### src/rtl/sh_ext_bus_ctrl_if.sv
// SH7604 external-bus pins plus the downstream memory port of sh_ext_bus_ctrl.
// Memory handshake: mem_req holds high with stable mem_a/mem_d/mem_be/mem_wr until a one-cycle mem_ack.
interface sh_ext_bus_ctrl_if;
    logic        ce_r;
    logic [26:0] a;
    logic [31:0] wdata;     // CPU DO pins ("do" is a reserved word)
    logic        bs_n;
    logic        cs0_n;
    logic        cs3_n;
    logic        rd_wr_n;
    logic [3:0]  we_n;
    logic [1:0]  cs0_sz;
    logic [31:0] di;
    logic        wait_n;
    logic [26:0] mem_a;
    logic [31:0] mem_d;
    logic [3:0]  mem_be;
    logic        mem_wr;
    logic        mem_req;
    logic [31:0] mem_q;
    logic        mem_ack;
    logic        err;

    modport slave (
        input  ce_r, a, wdata, bs_n, cs0_n, cs3_n, rd_wr_n, we_n, cs0_sz, mem_q, mem_ack,
        output di, wait_n, mem_a, mem_d, mem_be, mem_wr, mem_req, err
    );

    modport master (
        output ce_r, a, wdata, bs_n, cs0_n, cs3_n, rd_wr_n, we_n, cs0_sz, mem_q, mem_ack,
        input  di, wait_n, mem_a, mem_d, mem_be, mem_wr, mem_req, err
    );
endinterface

### src/rtl/sh_ext_bus_ctrl.sv
// SH7604 external-bus slave: CS0/CS3 decode, WAIT_N wait states, one req/ack memory access.
// Optional MEM-state timeout with ERR pulse is enabled by defining SH_BUS_TIMEOUT_EN.
module sh_ext_bus_ctrl #(
    parameter int CS0_WAITS = 2,
    parameter int CS3_WAITS = 1,
    parameter int TIMEOUT   = 255
) (
    input  logic               clk,
    input  logic               rst,
    sh_ext_bus_ctrl_if.slave   bus,
    output logic [1:0]         dbg_state
);
    localparam logic [1:0] ST_IDLE = 2'd0;
    localparam logic [1:0] ST_WAIT = 2'd1;
    localparam logic [1:0] ST_MEM  = 2'd2;
    localparam logic [1:0] ST_DONE = 2'd3;

    logic [1:0]  state;
    logic [7:0]  wait_cnt;
    logic        is_read;
    logic        is16;
    logic        start;
    logic        sel16;
    logic        timeout;
    logic [15:0] half;

    assign start     = bus.ce_r && !bus.bs_n && (!bus.cs0_n || !bus.cs3_n);
    assign sel16     = !bus.cs0_n && (bus.cs0_sz == 2'b01);
    assign half      = bus.mem_a[1] ? bus.mem_q[15:0] : bus.mem_q[31:16];
    assign dbg_state = state;

`ifdef SH_BUS_TIMEOUT_EN
    logic [7:0] to_cnt;

    assign timeout = bus.ce_r && (to_cnt == 8'(TIMEOUT - 1));

    always_ff @(posedge clk) begin
        if (rst) begin
            to_cnt  <= 8'd0;
            bus.err <= 1'b0;
        end else begin
            bus.err <= (state == ST_MEM) && !bus.mem_ack && timeout;
            if (state != ST_MEM)
                to_cnt <= 8'd0;
            else if (bus.ce_r)
                to_cnt <= to_cnt + 8'd1;
        end
    end
`else
    logic unused_timeout;

    assign timeout        = 1'b0;
    assign unused_timeout = ^TIMEOUT;
    assign bus.err        = 1'b0;
`endif

    always_ff @(posedge clk) begin
        if (rst) begin
            state       <= ST_IDLE;
            wait_cnt    <= 8'd0;
            is_read     <= 1'b0;
            is16        <= 1'b0;
            bus.di      <= 32'd0;
            bus.wait_n  <= 1'b1;
            bus.mem_a   <= 27'd0;
            bus.mem_d   <= 32'd0;
            bus.mem_be  <= 4'd0;
            bus.mem_wr  <= 1'b0;
            bus.mem_req <= 1'b0;
        end else begin
            case (state)
                ST_IDLE: begin
                    if (start) begin
                        bus.mem_a  <= bus.a;
                        bus.mem_d  <= bus.wdata;
                        bus.mem_wr <= !bus.rd_wr_n;
                        is_read    <= bus.rd_wr_n;
                        is16       <= sel16;
                        if (!bus.rd_wr_n)
                            bus.mem_be <= ~bus.we_n;
                        else if (sel16)
                            bus.mem_be <= bus.a[1] ? 4'h3 : 4'hC;
                        else
                            bus.mem_be <= 4'hF;
                        // CS0 wins when both selects are asserted
                        wait_cnt   <= !bus.cs0_n ? 8'(CS0_WAITS) : 8'(CS3_WAITS);
                        bus.wait_n <= 1'b0;
                        state      <= ST_WAIT;
                    end
                end
                ST_WAIT: begin
                    if (bus.ce_r) begin
                        if (wait_cnt <= 8'd1) begin
                            bus.mem_req <= 1'b1;
                            state       <= ST_MEM;
                        end else begin
                            wait_cnt <= wait_cnt - 8'd1;
                        end
                    end
                end
                ST_MEM: begin
                    // mem_ack is honoured on any clk, independent of ce_r
                    if (bus.mem_ack) begin
                        bus.mem_req <= 1'b0;
                        bus.wait_n  <= 1'b1;
                        state       <= ST_DONE;
                        if (is_read)
                            bus.di <= is16 ? {half, half} : bus.mem_q;
                    end else if (timeout) begin
                        bus.mem_req <= 1'b0;
                        bus.wait_n  <= 1'b1;
                        state       <= ST_DONE;
                        if (is_read)
                            bus.di <= 32'hFFFF_FFFF;
                    end
                end
                ST_DONE: begin
                    if (bus.ce_r)
                        state <= ST_IDLE;
                end
                default: state <= ST_IDLE;
            endcase
        end
    end
endmodule
### src/flat_wrapper.sv
// flat-port wrapper written by rule: the top's interface ports become plain ports
module sh_ext_bus_ctrl_flat 
#(
    parameter int CS0_WAITS = 2,
    parameter int CS3_WAITS = 1,
    parameter int TIMEOUT   = 255
)
  (clk, rst, dbg_state, bus_ce_r, bus_a, bus_wdata, bus_bs_n, bus_cs0_n, bus_cs3_n, bus_rd_wr_n, bus_we_n, bus_cs0_sz, bus_mem_q, bus_mem_ack, bus_di, bus_wait_n, bus_mem_a, bus_mem_d, bus_mem_be, bus_mem_wr, bus_mem_req, bus_err);
  sh_ext_bus_ctrl_if bus_i ();
  input  logic clk;
  input  logic rst;
  output logic [1:0] dbg_state;
  input wire logic [$bits(bus_i.ce_r)-1:0] bus_ce_r;
  input wire logic [$bits(bus_i.a)-1:0] bus_a;
  input wire logic [$bits(bus_i.wdata)-1:0] bus_wdata;
  input wire logic [$bits(bus_i.bs_n)-1:0] bus_bs_n;
  input wire logic [$bits(bus_i.cs0_n)-1:0] bus_cs0_n;
  input wire logic [$bits(bus_i.cs3_n)-1:0] bus_cs3_n;
  input wire logic [$bits(bus_i.rd_wr_n)-1:0] bus_rd_wr_n;
  input wire logic [$bits(bus_i.we_n)-1:0] bus_we_n;
  input wire logic [$bits(bus_i.cs0_sz)-1:0] bus_cs0_sz;
  input wire logic [$bits(bus_i.mem_q)-1:0] bus_mem_q;
  input wire logic [$bits(bus_i.mem_ack)-1:0] bus_mem_ack;
  output wire logic [$bits(bus_i.di)-1:0] bus_di;
  output wire logic [$bits(bus_i.wait_n)-1:0] bus_wait_n;
  output wire logic [$bits(bus_i.mem_a)-1:0] bus_mem_a;
  output wire logic [$bits(bus_i.mem_d)-1:0] bus_mem_d;
  output wire logic [$bits(bus_i.mem_be)-1:0] bus_mem_be;
  output wire logic [$bits(bus_i.mem_wr)-1:0] bus_mem_wr;
  output wire logic [$bits(bus_i.mem_req)-1:0] bus_mem_req;
  output wire logic [$bits(bus_i.err)-1:0] bus_err;
  assign bus_i.ce_r = bus_ce_r;
  assign bus_i.a = bus_a;
  assign bus_i.wdata = bus_wdata;
  assign bus_i.bs_n = bus_bs_n;
  assign bus_i.cs0_n = bus_cs0_n;
  assign bus_i.cs3_n = bus_cs3_n;
  assign bus_i.rd_wr_n = bus_rd_wr_n;
  assign bus_i.we_n = bus_we_n;
  assign bus_i.cs0_sz = bus_cs0_sz;
  assign bus_i.mem_q = bus_mem_q;
  assign bus_i.mem_ack = bus_mem_ack;
  assign bus_di = bus_i.di;
  assign bus_wait_n = bus_i.wait_n;
  assign bus_mem_a = bus_i.mem_a;
  assign bus_mem_d = bus_i.mem_d;
  assign bus_mem_be = bus_i.mem_be;
  assign bus_mem_wr = bus_i.mem_wr;
  assign bus_mem_req = bus_i.mem_req;
  assign bus_err = bus_i.err;
  sh_ext_bus_ctrl #(.CS0_WAITS(CS0_WAITS), .CS3_WAITS(CS3_WAITS), .TIMEOUT(TIMEOUT)) u_core (.clk(clk), .rst(rst), .bus(bus_i), .dbg_state(dbg_state));
endmodule
### config.mk
export PLATFORM = sky130hd
export DESIGN_NAME = sh_ext_bus_ctrl_flat
export DESIGN_NICKNAME = d
export VERILOG_FILES = /design/src/rtl/sh_ext_bus_ctrl_if.sv /design/src/rtl/sh_ext_bus_ctrl.sv /design/src/flat_wrapper.sv
export SDC_FILE = /design/constraint.sdc
export NUM_CORES = 1
export LEC_CHECK = 0
export ABC_CLOCK_PERIOD_IN_PS = 4200
export BUFFER_PORTS_ARGS = -buffer_cell sky130_fd_sc_hd__buf_2
export CAP_MARGIN = 25
export CELL_PAD_IN_SITES_DETAIL_PLACEMENT = 0
export CELL_PAD_IN_SITES_GLOBAL_PLACEMENT = 1
export CORE_MARGIN = 1
export CORE_UTILIZATION = 30
export CTS_BUF_LIST = sky130_fd_sc_hd__clkbuf_8 sky130_fd_sc_hd__clkbuf_16
export CTS_CLUSTER_DIAMETER = 200
export DETAILED_ROUTE_END_ITERATION = 7
export PLACE_DENSITY_LB_ADDON = 0.1
export SLEW_MARGIN = 20
export SYNTH_ARGS = -nofsm -noshare
export SYNTH_HDL_FRONTEND = slang
export SYNTH_SLANG_ARGS = --single-unit
export TNS_END_PERCENT = 1
### constraint.sdc
create_clock -name clk -period 4.2 [get_ports clk]
set_clock_uncertainty 0.15 [all_clocks]
set_input_delay 0.84 -clock clk [delete_from_list [all_inputs] [get_ports clk]]
set_output_delay 0.84 -clock clk [all_outputs]
set_load 0.01 [all_outputs]
==> impl_metrics.csv, run 1 <==
group,metric,value,unit
pwr,peakVddDrop,0.183,mV
pwr,powerDensity,451,nW/um2
floorplanning,fp.dieW,125,um
layout,area_growth,30.8,%
setup_path,slowest_delay,0.75,ns
timing,maxSlewViolCount,0,
timing,max_freq,393,MHz
pwr,total_power,2.69,mW
routing,drc,11,
cts,post_cts_buffers,0,
timing,rsz0062_at_grt,"no",
layout,nFillCells,1571,
setup_path,cp-start-kind,"primary input",
setup_path,crit_required,4.33,ns
grt,grt_util_all_layers,0.172,
timing,setup-violations-final,0,
layout,nets,845,
timing,slew_headroom,0.483,
setup_path,crit_path_top_delay_cell,"and3_2",
grt,antenna_found_initial,1,
synthesis,synth_area_per_cell,8.18,um2
flow_run,maxCapViolations,0,
routing,first_iter_violations,211,
synthesis,ys.flop_type,"dfxtp_1",
cts,cts-resized-gates,0,
cts,postCtsHoldBufs,0,
floorplanning,start_util,0.310,
routing,ant_nets,0,
run_status,violations,"design-rule violations",
floorplanning,die_height,125,um
setup_path,crit_chain,"buf_2 -> a21oi_1 -> and3_2 -> buf_4 -> nand2_1 -> a21oi_1",
grt,overflow,0,
layout,seq_area,2200,um2
synthesis,yosys.area.top_type_share,0.483,
synthesis,ys_seq_elements,110,
routing,drtPass1Iterations,6,
routing,wl_per_cell,14.7,um
layout,multi_input_area,2130,um2
timing,hold_violations,0,
setup_path,crit_type,"in -> reg",
hold_path,hold_path_class,"reg -> reg",
timing,period_minus_slack,2.54,ns
place,dp_hpwl,9.46,mm
synthesis,synth-edff-count,0,
cts,cts_sinks,110,
floorplanning,ios,206,
synthesis,syn_nets,670,
routing,num_vias,4461,
synthesis,synth_area_leader_cell,"dfxtp_1",
synthesis,syn_area,4560,um2
floorplanning,coreArea,14700,um2
cts,cts-htree-levels,3,
grt,grt_max_degree,65,
run_status,run_status,"complete, but fails checks",
synthesis,ys_seq_area_frac,0.483,
floorplanning,num_rows,44,
cts,clk_path_buf_depth,2,
synthesis,syn_inst,558,
setup_path,arrival,2.67,ns
place,numPortBuffers,204,
synthesis,async_reset_ff_frac,0,
cts,root_buffer,"clkbuf_16",
synthesis,synthDistinctLibCells,43,
setup_path,crit_fanout,41,
setup_path,crit_path_frequent_cell,"a21oi_1",
cts,insertion_delay,0.35,ns
timing,tightest_slew,0.774,ns
cts,cts_buffers,9,
timing,final.period_utilization,0.606,
floorplanning,die-area,15700,um2
cts,cts.clk_slew.worst_paths,0.07,ns
synthesis,synth_most_common_cell,"nand2_1",
synthesis,yosys-top-cells-area,"dfxtp_1 (48%), nand2_1 (12%), a21oi_1 (7.5%), mux2i_1 (4.2%), nor2_1 (3.5%)",
grt,grt_pass1_vias,4177,
place,gp_congestion,0.790,
synthesis,ys_warn_count,0,
timing,tns,0,ns
layout,drive_above_1_share,0.317,
grt,grt_first_pass_wirelength,21.3,mm
synthesis,yosys-top-cells-count,"nand2_1 (146), dfxtp_1 (110), a21oi_1 (68)",
routing,wirelength,13.6,mm
cts,cts_tree,"yes",
routing,vias_per_cell,4.83,
setup_path,end_kind,"register",
pwr,p_leak,2.72,nW
==> report_power, final <==
part           switching (mW)  leakage, nW  total (mW)  internal [mW]
combinational           0.381         1.68       0.648          0.267
sequential             0.0714        0.893        1.21           1.14
clock                   0.385        0.152       0.834          0.449
==> state kept, by name, summed over array words and instances (netlist names) <==
signal and count:
u_core.bus.di 32, u_core.bus.mem_d 32, u_core.is16 1, u_core.bus.wait_n 1
u_core.bus.mem_be 4, u_core.wait_cnt 8, u_core.bus.mem_req 1, u_core.dbg_state 2
u_core.bus.mem_wr 1, u_core.is_read 1, u_core.bus.mem_a 27
==> placed cells by master (no fill, tap or decap), types with 2 or more instances in the layout <==
cell | synthesis | final
dfxtp_1 | 110 | 110
o21ai_0 | 5 | 5
nand2b_1 | 4 | 4
or3_1 | 2 | 2
nand4_1 | 3 | 3
buf_2 | 10 | 203
mux2i_1 | 19 | 19
ha_1 | 7 | 7
o31ai_1 | 4 | 4
nor4b_1 | 2 | 2
o21a_1 | 3 | 3
nor3_1 | 5 | 5
nand3_1 | 18 | 17
nand2_1 | 146 | 146
a211oi_1 | 18 | 18
nor2_1 | 43 | 43
a21oi_1 | 68 | 68
or4_1 | 5 | 5
a31oi_1 | 2 | 2
inv_1 | 12 | 14
a311oi_1 | 16 | 16
clkbuf_8 | 0 | 3
buf_4 | 3 | 5
clkbuf_16 | 0 | 9
o221a_2 | 3 | 3
==> area by class of cell <==
class	instances	share of cell area
flip-flops and latches	110	0.369
clock buffers	12	0.0447
diodes	1	0.000419
inverters	12	0.00755
well taps	184	0.0386
clock inverters	4	0.00356
multi-input cells	391	0.357
repair buffers	209	0.179
==> kinds of logic (layout without fill, tap and decap cells) <==
family	Yosys count	after routing	synth area share
AO/OA/AOI/OAI	128	128	0.181
adder cells (fa/ha/maj)	7	7	0.0192
buffers and inverters	57	237	0.0524
flip-flops	110	110	0.483
multiplexers	19	19	0.0417
other	1	2	0.000822
AND/OR/NAND/NOR	236	236	0.222
==> worst max-delay path: cells and delay by family <==
| family | cells | cell delay, ns |
|---|---|---|
| buf+inv | 2 | 0.55 |
| simple gates | 2 | 0.85 |
| compound gates | 2 | 0.41 |
==> worst paths after layout <==
kind,to,cells after the start,from,slack (ns)
worst max-delay path,u_core.bus.mem_a[26]$_SDFFE_PP0P_,6,bus_cs0_n,1.66
worst min-delay path,u_core.bus.mem_d[31]$_SDFFE_PP0P_,2,u_core.bus.mem_d[31]$_SDFFE_PP0P_,0.30
worst max register to register,u_core.bus.mem_a[26]$_SDFFE_PP0P_,6,u_core.dbg_state[0]$_SDFFE_PP0P_,1.70
worst min register to register,u_core.bus.mem_d[31]$_SDFFE_PP0P_,2,u_core.bus.mem_d[31]$_SDFFE_PP0P_,0.30
==> per-stage QoR <==
| step | cells | worst slack (ns) | hold slack, ns | cell area [um2] | util |
|---|---|---|---|---|---|
| 2_1_floorplan | 558 | 2.05 | 0.282 | 4560 | - |
| 3_3_place_gp | 905 | 1.36 | 0.289 | 5660 | 0.385 |
| 3_5_place_dp | 906 | 1.29 | 0.294 | 5670 | 0.386 |
| 4_1_cts | 922 | 1.65 | 0.304 | 5960 | 0.406 |
| 5_1_grt | 923 | 1.44 | 0.323 | 5970 | 0.406 |
| 6_report | 923 | 1.66 | 0.302 | 5970 | 0.406 |
==> layer usage <==
layer  vias to the layer above  track usage  part of all wire
li1                       2257            -                 -
met1                      2055        0.205              0.43
met2                       138        0.285              0.48
met3                        11       0.0629             0.080
met4                         0       0.0560             0.014
met5                         -            0                 0
Note: power is estimated with default switching activity, not from simulation.
==> run 2, diff against run 1 <==
Settings changed: ABC_CLOCK_PERIOD_IN_PS 4200 to 2500.
Clock period 4.2 ns to 2.5 ns, I/O delays scaled along.
==> run 2 against run 1 <==
The run still ends with design-rule violations left; register-to-register slack lost 1.4 ns; cell count up 0.33%; sequential power up 68%; non-clock buffer count is 4 higher; first-iteration DRC count grew 9.5%; final area is 0.90% higher; total power rose by 69%; die area stayed put; critical path depth unchanged; critical path type is now reg -> reg; critical endpoint is now u_core.wait_cnt[3]$_SDFFE_PP0P_; highest routed layer unchanged.
==> impl_metrics.csv, run 2 (synthesis results as in run 1) <==
group,metric,value,unit
run_status,run_status,"complete, but fails checks",
run_status,violations,"design-rule violations",
layout,drive_above_1_share,0.322,
layout,multi_input_area,2130,um2
floorplanning,die_height,125,um
cts,cts-htree-levels,3,
layout,final_cell_mix,"buf_2 (203), nand2_1 (146), dfxtp_1 (110), a21oi_1 (68), nor2_1 (43)",
setup_path,crit_path_top_delay_cell,"or4_1",
routing,drc,11,
pwr,pwr-share-clk,0.308,
timing,final.period_utilization,0.892,
timing,slew_headroom,0.501,
timing,max_freq,448,MHz
cts,cts_buffers,9,
cts,postCtsHoldBufs,0,
cts,cts-resized-gates,0,
timing,maxSlewViolCount,0,
setup_path,crit_required,2.63,ns
layout,final_cells,926,
layout,final_common_cell,"buf_2",
layout,seq_area,2200,um2
setup_path,crit_fanout,10,
cts,cts_sinks,110,
layout,reg_top3,"u_core.bus.di x32, u_core.bus.mem_d x32, u_core.bus.mem_a x27",
routing,num_vias,4462,
pwr,switching_power,1.41,mW
grt,antenna_found_initial,0,
place,numPortBuffers,204,
routing,first_iter_violations,231,
layout,antenna_cells,0,
pwr,p_leak,2.75,nW
routing,ant_nets,0,
pwr,total_power,4.54,mW
setup_path,arrival,2.36,ns
routing,wl_per_cell,14.5,um
cts,cts_tree,"yes",
cts,root_buffer,"clkbuf_16",
timing,setup-violations-final,0,
routing,drtPass1Iterations,7,
grt,grt_first_pass_wirelength,21.2,mm
setup_path,crit_family,"simple AND/OR/NAND/NOR gates",
routing,vias_per_cell,4.82,
place,gp_congestion,0.801,
timing,tns,0,ns
cts,cts.clk_slew.worst_paths,0.07,ns
floorplanning,die-area,15700,um2
grt,overflow,0,
setup_path,cp_num_buf_inv,1,
setup_path,crit_chain,"inv_1 -> ha_1 -> nand3_1 -> o2111ai_2 -> or4_1 -> a21oi_1",
timing,period_minus_slack,2.23,ns
floorplanning,ios,206,
cts,insertion_delay,0.35,ns
grt,grt_max_degree,67,
place,dp.cells,910,
timing,rsz0062_at_grt,"no",
place,dp_hpwl,9.36,mm
pwr,powerDensity,753,nW/um2
cts,clk_path_buf_depth,2,
setup_path,slowest_delay,0.55,ns
hold_path,hold_path_class,"in -> reg",
floorplanning,num_rows,44,
cts,post_cts_buffers,0,
pwr,p_seq_frac,0.448,
setup_path,crit_type,"reg -> reg",
routing,wirelength,13.4,mm
timing,timing.hold.ws,0.232,ns
floorplanning,fp.dieW,125,um
pwr,pwr-share-comb,0.245,
floorplanning,coreArea,14700,um2
timing,tightest_slew,0.748,ns
layout,nets,849,
timing,hold_violations,0,
setup_path,cp-start-kind,"register",
pwr,peakVddDrop,0.351,mV
floorplanning,start_util,0.310,
layout,area_growth,32.0,%
flow_run,maxCapViolations,0,
pwr,internal_power,3.13,mW
layout,nFillCells,1533,
pwr,switching_share,0.310,
setup_path,end_kind,"register",
grt,grt_util_all_layers,0.171,
grt,grt_pass1_vias,4223,
run 2: final timing paths:
path / start / endpoint / slack [ns] / cells after the start
setup reg to reg: u_core.dbg_state[0]$_SDFFE_PP0P_ / u_core.wait_cnt[3]$_SDFFE_PP0P_ / 0.27 / 6
hold / removal: bus_wdata[10] / u_core.bus.mem_d[10]$_SDFFE_PP0P_ / 0.23 / 3
setup / recovery: u_core.dbg_state[0]$_SDFFE_PP0P_ / u_core.wait_cnt[3]$_SDFFE_PP0P_ / 0.27 / 6
hold reg to reg: u_core.bus.mem_a[24]$_SDFFE_PP0P_ / u_core.bus.mem_a[24]$_SDFFE_PP0P_ / 0.30 / 2
run 2: metrics by stage:
stage,cell area [um2],utilization,worst slack [ns]
3_3_place_gp,5730,0.390,0.426
2_1_floorplan,4560,-,0.475
4_1_cts,6020,0.410,0.295
6_report,6020,0.410,0.270
3_5_place_dp,5730,0.390,0.323
5_1_grt,6020,0.410,0.157
run 2: power by group through the flow:
stage / Sequential [mW] / Clock (mW) / Combinational (mW)
6_report: 2.03 / 1.40 / 1.11
5_1_grt: 2.06 / 1.52 / 1.24
4_1_cts: 2.03 / 1.46 / 1.13
3_5_place_dp: 2.07 / 0 / 1.12
3_3_place_gp: 2.06 / 0 / 1.10
2_1_floorplan: 2.11 / 0 / 0.685
run 2: area by class of cell:
cell class | count | area share
clock inverters | 4 | 0.00353
clock buffers | 12 | 0.0443
repair buffers | 213 | 0.187
flip-flops and latches | 110 | 0.366
well taps | 184 | 0.0382
multi-input cells | 391 | 0.353
inverters | 12 | 0.00748
run 2: routing by layer:
layer | part of all wire | vias to the layer above | routed length [um] | GRT usage
li1 | - | 2268 | - | -
met1 | 0.43 | 2038 | 5840 | 0.207
met2 | 0.47 | 143 | 6260 | 0.278
met3 | 0.084 | 13 | 1120 | 0.0642
met4 | 0.016 | 0 | 210 | 0.0603
met5 | 0 | - | 0 | 0
run 2: tightest hold or removal path: cells and delay by family:
| kind | cells | cell delay [ns] |
|---|---|---|
| AOI/OAI and AO/OA | 1 | 0.05 |
| buffers and inverters | 1 | 0.09 |
| and+or+nand+nor | 1 | 0.04 |
==> run 3, diff against run 2 <==
Settings changed: CELL_PAD_IN_SITES_DETAIL_PLACEMENT 0 to 1.
==> run 3 against run 2 <==
Maximum frequency fell by 0.27%; first-iteration DRC count is 5.2% lower; largest power group unchanged; final area rose by 0.25%; total power increased by 2.1%; core utilization grew 0.10 points; cell count rose by 0.11%; global-route usage grew 1.3 points; hold slack got worse by 0.0053 ns; clock power grew 5%; count of clock-buffer cells in the layout shrank 3; the flow still finishes with violations (design-rule violations).
==> impl_metrics.csv, run 3 (synthesis results as in run 1) <==
group,metric,value,unit
run_status,run_status,"complete, but fails checks",
run_status,violations,"design-rule violations",
setup_path,r2r_start,"u_core.dbg_state[0]$_SDFFE_PP0P_",
setup_path,arrival,2.36,ns
pwr,powerDensity,768,nW/um2
timing,hold_violations,0,
grt,grt_max_degree,67,
place,dp.cells,910,
cts,cts-resized-gates,0,
timing,maxSlewViolCount,0,
cts,cts-htree-levels,3,
cts,cts_buffers,9,
cts,cts_tree,"yes",
cts,cts_sinks,110,
setup_path,crit_required,2.63,ns
timing,final.period_utilization,0.894,
floorplanning,ios,206,
hold_path,hold_depth,3,
place,gp_congestion,0.801,
hold_path,hold_path_class,"in -> reg",
grt,grt_first_pass_wirelength,23.1,mm
place,postPlaceCellArea,5730,um2
timing,rsz0062_at_grt,"no",
timing,slew_headroom,0.503,
timing,max_freq,447,MHz
grt,grt_pass1_vias,4583,
routing,wl_per_cell,15.6,um
cts,insertion_delay,0.35,ns
floorplanning,die-area,15700,um2
layout,reg_top3,"u_core.bus.di x32, u_core.bus.mem_d x32, u_core.bus.mem_a x27",
timing,timing.hold.ws,0.227,ns
cts,post_cts_buffers,0,
grt,antenna_found_initial,1,
setup_path,rr_endpoint,"u_core.wait_cnt[6]$_SDFFE_PP0P_",
setup_path,crit_fanout,10,
flow_run,maxCapViolations,0,
layout,final_util,0.411,
cts,cts.clk_slew.worst_paths,0.08,ns
setup_path,crit_type,"reg -> reg",
pwr,total_power,4.63,mW
setup_path,cp-start-kind,"register",
place,post-place-ws,0.285,ns
routing,drc,11,
routing,vias_per_cell,4.98,
place,numPortBuffers,204,
floorplanning,num_rows,44,
floorplanning,coreArea,14700,um2
layout,final_cell_mix,"buf_2 (203), nand2_1 (146), dfxtp_1 (110), a21oi_1 (68), nor2_1 (43)",
pwr,p_leak,2.74,nW
layout,final_area,6040,um2
floorplanning,die_height,125,um
floorplanning,fp.dieW,125,um
cts,root_buffer,"clkbuf_16",
routing,num_vias,4617,
pwr,peakVddDrop,0.339,mV
place,dp_hpwl,10.4,mm
layout,drive_above_1_share,0.322,
grt,overflow,0,
cts,postCtsHoldBufs,0,
layout,final_common_cell,"buf_2",
layout,nets,849,
timing,tightest_slew,0.746,ns
routing,first_iter_violations,219,
routing,wirelength,14.5,mm
hold_path,holdPathEnd,"u_core.bus.mem_d[1]$_SDFFE_PP0P_",
timing,period_minus_slack,2.24,ns
layout,final_cells,927,
grt,grt_util_all_layers,0.184,
timing,worst_slack,0.264,ns
floorplanning,start_util,0.310,
routing,ant_nets,0,
timing,tns,0,ns
hold_path,hold_path_startpoint,"bus_wdata[1]",
setup_path,reg2reg_setup_slack,0.26,ns
timing,setup-violations-final,0,
cts,clk_path_buf_depth,2,
setup_path,r2r_cells,6,
setup_path,end_kind,"register",
layout,area_growth,32.3,%
routing,drtPass1Iterations,6,
## run 3: cell type report
type	count	area, um2
repair buffers	213	1130
clock inverters	7	75.1
diodes	1	2.50
flip-flops and latches	110	2200
inverters	12	45.0
fillers	1844	8660
well taps	184	230
clock buffers	9	225
multi-input cells	391	2130
## run 3: worst max-delay path, cell delays in order (launching register included)
cell and delay (ns):
dfxtp_1 0.39, inv_1 0.12, ha_1 0.33, nand3_1 0.18
o2111ai_2 0.28, or4_1 0.56, a21oi_1 0.15
## run 3: report_power, final
| group | internal, mW | switching [mW] | total (mW) |
|---|---|---|---|
| registers | 1.91 | 0.121 | 2.03 |
| logic | 0.464 | 0.667 | 1.13 |
| clock network | 0.782 | 0.688 | 1.47 |
## run 3: how the worst max path moves through the flow
stage	from	endpoint	slack [ns]	cells past startpoint
6_report	u_core.dbg_state[0]$_SDFFE_PP0P_	u_core.wait_cnt[6]$_SDFFE_PP0P_	0.26	6
5_1_grt	u_core.dbg_state[0]$_SDFFE_PP0P_	u_core.wait_cnt[7]$_SDFFE_PP0P_	0.07	6
4_1_cts	u_core.dbg_state[0]$_SDFFE_PP0P_	u_core.wait_cnt[6]$_SDFFE_PP0P_	0.25	6
3_5_place_dp	u_core.dbg_state[0]$_SDFFE_PP0P_	u_core.wait_cnt[6]$_SDFFE_PP0P_	0.28	6
3_3_place_gp	u_core.wait_cnt[0]$_SDFFE_PP0P_	u_core.wait_cnt[3]$_SDFFE_PP0P_	0.43	6
2_1_floorplan	u_core.dbg_state[0]$_SDFFE_PP0P_	u_core.wait_cnt[3]$_SDFFE_PP0P_	0.47	7
## run 3: layer usage
| layer | GRT usage | wire (um) | vias up |
|---|---|---|---|
| met5 | 0 | 0 | - |
| met4 | 0.0811 | 301 | 0 |
| met3 | 0.0526 | 1030 | 18 |
| met2 | 0.313 | 6970 | 122 |
| met1 | 0.215 | 6170 | 2205 |
| li1 | - | - | 2272 |
